==> config.mk <==
export PLATFORM = sky130hd
export DESIGN_NAME = if_fetch_unit
export DESIGN_NICKNAME = d
export VERILOG_FILES = /design/src/rtl/if_fetch_unit.sv
export SDC_FILE = /design/constraint.sdc
export NUM_CORES = 1
export LEC_CHECK = 0
export ABC_AREA = 1
export CAP_MARGIN = 20
export CORE_MARGIN = 2
export CORE_UTILIZATION = 58
export DETAILED_ROUTE_END_ITERATION = 10
export GPL_TIMING_DRIVEN = 0
export PLACE_DENSITY = 0.91
export RECOVER_POWER = 50
export SYNTH_ARGS = -nofsm -noshare
export SYNTH_HDL_FRONTEND = slang
export SYNTH_SLANG_ARGS = --single-unit
==> constraint.sdc <==
create_clock -name clk -period 11.8 [get_ports clk]
set_input_delay 3.54 -clock clk [delete_from_list [all_inputs] [get_ports clk]]
set_output_delay 3.54 -clock clk [all_outputs]
set_load 0.01 [all_outputs]
==> src/rtl/if_fetch_unit.sv <==
// Instruction-fetch front end: credit-limited word fetches, in-order response queue, redirect with in-flight kill.
// Optional misaligned-redirect trap entry enabled by defining IF_MISALIGN_TRAP_EN.
module if_fetch_unit #(
  parameter logic [31:0] RESET_PC = 32'h0000_0000,
  parameter int unsigned FQ_DEPTH = 2,
  parameter int unsigned IMEM_AW  = 8
) (
  input  logic               clk,
  input  logic               reset,
  input  logic               redirect_valid,
  input  logic [31:0]        redirect_pc,
  output logic               imem_req,
  output logic [IMEM_AW-1:0] imem_addr,
  input  logic               imem_rvalid,
  input  logic [31:0]        imem_rdata,
  output logic               if_valid,
  output logic [31:0]        if_pc,
  output logic [31:0]        if_instr,
  input  logic               id_ready
`ifdef IF_MISALIGN_TRAP_EN
  , output logic             if_misalign
`endif
);

  localparam int unsigned PW = $clog2(FQ_DEPTH);
  localparam int unsigned CW = $clog2(FQ_DEPTH) + 1;
  localparam logic [CW:0] DEPTH_W = (CW+1)'(FQ_DEPTH);

  logic [31:0]   fetch_pc;
  logic [31:0]   fl_pc   [FQ_DEPTH];
  logic [31:0]   q_pc    [FQ_DEPTH];
  logic [31:0]   q_instr [FQ_DEPTH];
  logic [PW-1:0] fl_rd, fl_wr, q_rd, q_wr;
  logic [CW-1:0] q_cnt, outstanding, drop_cnt;
  logic [CW:0]   credit_used;
  logic          pop, rsp, rsp_drop, q_push, issue, idle;

`ifdef IF_MISALIGN_TRAP_EN
  logic          q_mis [FQ_DEPTH];
  logic          trap_push;
  assign trap_push = redirect_valid && (redirect_pc[1:0] != 2'b00);
`else
  assign idle = 1'b0;
`endif

  // Credit counts queued entries plus requests in flight, so a response always finds a free slot.
  always_comb begin
    pop         = if_valid && id_ready && !redirect_valid;
    rsp         = imem_rvalid && (outstanding != '0);
    rsp_drop    = rsp && (redirect_valid || (drop_cnt != '0));
    q_push      = rsp && !rsp_drop;
    credit_used = {1'b0, q_cnt} + {1'b0, outstanding} - {{CW{1'b0}}, if_valid && id_ready};
    issue       = !reset && !redirect_valid && !idle && (credit_used < DEPTH_W);
  end

  assign imem_req  = issue;
  assign imem_addr = issue ? fetch_pc[IMEM_AW+1:2] : '0;
  assign if_valid  = (q_cnt != '0);
  assign if_pc     = if_valid ? q_pc[q_rd] : '0;
  assign if_instr  = if_valid ? q_instr[q_rd] : '0;
`ifdef IF_MISALIGN_TRAP_EN
  assign if_misalign = if_valid ? q_mis[q_rd] : 1'b0;
`endif

  always_ff @(posedge clk or posedge reset) begin
    if (reset) begin
      fetch_pc    <= RESET_PC;
      fl_rd       <= '0;
      fl_wr       <= '0;
      q_rd        <= '0;
      q_wr        <= '0;
      q_cnt       <= '0;
      outstanding <= '0;
      drop_cnt    <= '0;
`ifdef IF_MISALIGN_TRAP_EN
      idle        <= 1'b0;
`endif
    end else begin
      outstanding <= outstanding + CW'(issue) - CW'(rsp);
      if (redirect_valid) begin
        // Everything still in flight after this edge is stale and gets dropped on arrival.
        fl_rd    <= '0;
        fl_wr    <= '0;
        q_rd     <= '0;
        drop_cnt <= outstanding - CW'(rsp);
        fetch_pc <= redirect_pc & 32'hFFFF_FFFC;
`ifdef IF_MISALIGN_TRAP_EN
        idle     <= trap_push;
        q_wr     <= trap_push ? PW'(1) : '0;
        q_cnt    <= trap_push ? CW'(1) : '0;
`else
        q_wr     <= '0;
        q_cnt    <= '0;
`endif
      end else begin
        if (issue) begin
          fl_wr    <= fl_wr + PW'(1);
          fetch_pc <= fetch_pc + 32'd4;
        end
        if (rsp_drop) drop_cnt <= drop_cnt - CW'(1);
        if (q_push) begin
          q_wr  <= q_wr + PW'(1);
          fl_rd <= fl_rd + PW'(1);
        end
        if (pop) q_rd <= q_rd + PW'(1);
        q_cnt <= q_cnt + CW'(q_push) - CW'(pop);
      end
    end
  end

  always_ff @(posedge clk) begin
    if (issue) fl_pc[fl_wr] <= fetch_pc;
    if (q_push) begin
      q_pc[q_wr]    <= fl_pc[fl_rd];
      q_instr[q_wr] <= imem_rdata;
`ifdef IF_MISALIGN_TRAP_EN
      q_mis[q_wr]   <= 1'b0;
`endif
    end
`ifdef IF_MISALIGN_TRAP_EN
    if (trap_push) begin
      q_pc[0]    <= redirect_pc;
      q_instr[0] <= 32'h0000_0013;
      q_mis[0]   <= 1'b1;
    end
`endif
  end

endmodule

==> summary.txt, run 1 <==
Placement
  – Post-DP Area: 11,400 µm²
  – RD Place Congestion: 0.854
  – I/O Buffers: approximately 140
  – Final HPWL DP: 14.2 mm

Route
  – # DRC: 0
  – WL final: 20.9 mm
  – Final antenna-violating net count: 0
  – Initial DRC Count: roughly 540
  – Vias: between 6,000 and 7,000
  – Vias per Instance: around 5.4
  – First-pass detailed-route iteration total: 7
  – Routed length per placed instance: about 17 µm

Timing
  – Max Slew Vio Count: between 60 and 70
  – Highest clock rate: 97.1 MHz
  – Unrepaired setup endpoints after global routing: no
  – Fin crit share: 87.3%
  – Post-route minimum period: a little over 10 ns
  – Clock skew: roughly 0.01 ns
  – Tightest Pin Transition: around 1.7 ns
  – Final setup vio count: 0
  – Rel. slew slack: -11.9%
  – Final hold violation count: 0
  – Final TNS setup: 0 ns

Synth
  – Seq/Total Area, Yosys: between 60% and 70%
  – Mapped Cells: 860
  – Dominant synthesized flop cell: edfxtp_1
  – Synth unique cells: 34
  – Most area-consuming cells after synthesis: edfxtp_1 (57%), dfrtp_1 (10%), nand2_1 (10%), a21oi_1 (3.4%), mux2_2 (3.2%)
  – Post-synth top area cell: edfxtp_1
  – Area share of the largest cell type after synthesis: a little under three fifths
  – Post-synthesis cell area: between 9000 and 10,000 µm²
  – Ys Warns: 0
  – Synth cell count leaders: nand2_1 (262), edfxtp_1 (184), a21oi_1 (65)
  – Avg Cell Area, Syn: 11.2 µm²
  – Async SR Flop Fraction: 17.9%
  – Number of synthesized register bits: about 220
  – Top-count cell post-synth: nand2_1
  – Post-synth EDFFs: 184

Setup path
  – CP max stage delay: ~1.2 ns
  – CP Cell Sequence: dlygate4sd3_1 > inv_1 > nand3_1 > inv_2 > nand2_4 > inv_2 > buf_4 > clkdlybuf4s50_1
  – CP startpoint kind: input pin
  – CP dominant cell by count: inv_2
  – Critical Path Sink Type: primary output
  – Crit path DAT: between 6 and 7 ns
  – Worst EP required: 8.26 ns
  – Slowest CP cell: inv_1
  – Type of the worst setup path: in2out
  – Crit Path Max Fanout: slightly above 40

Finish
  – Area Growth Syn to Fin: 26.2%
  – Diodes inserted: 0
  – Share of cells above drive strength 1: under 10%
  – Final net count: about 1,100
  – Filler cell count: around 1,000
  – Fin area: between 10,000 and 15,000 µm²

Clock tree
  – Post-CTS setup buffer count: 0
  – Clock buffer depth: 3
  – H-tree depth: 1
  – Clk sinks: between 200 and 250
  – CTS resizes: 0
  – CTS tree: yes
  – Hold_buf cts: 0
  – CTS clk-pin slew, worst paths: roughly 0.060 ns
  – Root buffer cell: clkbuf_16
  – CTS buffer count: 22
  – Clock latency on the worst-skew pair: about 0.5 ns

Global route
  – Remaining Overflow, GRT: 0
  – Overall Global Routing Usage: between 20% and 30%
  – Vias in the first global route: about 6,800
  – First-pass GRT wire length: 33.8 mm
  – Largest net degree at the start of global routing: 42
  – Antenna violations before repair: 0

Floorplanning
  – Die X: roughly 130 µm
  – Core area: approximately 16,000 µm²
  – Die H: around 130 µm
  – Total die area: ~18,000 µm²
  – Initial Utilization: about three fifths
  – # rows: 47
  – IO Pins: around 140

Power
  – VDD IR-drop max: between 0.1 and 0.15 mV
  – Leak: about 4.5 nW
  – Power Density: about 200 nW/µm²

Run status
  – Status: complete, but fails checks
  – Failing checks: max-capacitance violations, max-slew violations

Flow run
  – Number of max-cap violations: 2

Min path
  – Min-Delay Path Class: reg2reg
==> power by group <==
group | internal (W) | switching [W]
clock network | 0.000446 | 0.000283
registers | 0.00100 | 0.0000799
logic | 0.000253 | 0.000363
total | 0.00170 | 0.000726
==> state kept, by name, summed over array words and instances (netlist names) <==
name	count
fl_wr	1
q_cnt	2
outstanding	2
fl_rd	1
fetch_pc	30
fl_pc	60
q_instr	64
drop_cnt	2
q_wr	1
q_pc	60
q_rd	1
==> final cells by class <==
type / count / area, µm² / area share, %
flip-flops and latches: 224 / 6530 / 53.7
multi-input cells: 543 / 2730 / 22.5
repair buffers: 143 / 1480 / 12.2
clock buffers: 28 / 594 / 4.89
well taps: 220 / 275 / 2.27
inverters: 60 / 225 / 1.85
clock inverters: 12 / 165 / 1.36
plain buffers: 34 / 158 / 1.30
==> cell usage in the layout, fill, tap and decap left out, drive strengths merged, types with 35 or more instances in the layout <==
cell and instances:
a21oi 65, clkbuf 53, clkdlybuf4s50 103, dfrtp 40, dlygate4sd3 35, edfxtp 184
inv 61, nand2 269, nand3 55, nor2 62
==> critical path: cells and delay by family <==
family	cells	cell delay [ns]
buffers and inverters	6	2.85
AND/OR/NAND/NOR	2	0.36
==> worst paths after layout <==
| path | from | end | slack, ns | cells after the start |
|---|---|---|---|---|
| min in group asynchronous | reset | q_cnt[1] | 4.00 | 2 |
| worst max register to register | q_cnt[1] | fl_pc[1][22] | 8.09 | 11 |
| max in group asynchronous | reset | fetch_pc[26] | 6.81 | 2 |
| worst min register to register | fetch_pc[31] | fl_pc[1][31] | 0.55 | 0 |
| worst min-delay path | fetch_pc[31] | fl_pc[1][31] | 0.55 | 0 |
| worst max-delay path | reset | imem_req | 1.50 | 8 |
==> metrics by stage <==
step                hold WS, ns  utilization [%]  cells  setup WS, ns  power (W)
floorplan                 0.464                -    861          3.14    0.00144
global placement          0.499             68.8   1219          1.68    0.00167
detailed placement        0.528             69.7   1224          1.98    0.00172
CTS                       0.544             74.3   1264          1.98    0.00245
global route              0.568             74.1   1264          1.07    0.00254
finish                    0.554             74.1   1264          1.50    0.00243
==> kinds of logic (layout without fill, tap and decap cells) <==
family	Yosys count	after routing	share of synthesized area [%]
and+or+nand+nor	393	393	17.2
DFF	224	224	67.8
AOI/OAI and AO/OA	104	104	5.77
buffers and inverters	94	277	4.03
muxes	30	30	3.51
adders and majority gates	8	8	1.12
xor gates and xnor gates	6	6	0.546
other	1	2	0.0389
==> per-layer routing <==
layer	up-vias	share of wire [%]	global-route usage, %
li1	3255	-	-
met1	3205	41	31.1
met2	287	51	42.0
met3	46	6.2	3.33
met4	0	2.8	10.2
met5	-	0	0
Note: power is estimated with default switching activity, not from simulation.
==> run 2: changes to the inputs <==
--- a/config.mk
+++ b/config.mk
@@ -9,10 +9,12 @@
 export CAP_MARGIN = 20
 export CORE_MARGIN = 2
 export CORE_UTILIZATION = 58
+export CTS_CLUSTER_SIZE = 20
 export DETAILED_ROUTE_END_ITERATION = 10
 export GPL_TIMING_DRIVEN = 0
 export PLACE_DENSITY = 0.91
 export RECOVER_POWER = 50
+export SKIP_LAST_GASP = 1
 export SYNTH_ARGS = -nofsm -noshare
 export SYNTH_HDL_FRONTEND = slang
 export SYNTH_SLANG_ARGS = --single-unit
==> results of run 2 <==
Final layout, timing and power as in run 1 (identical DEF).
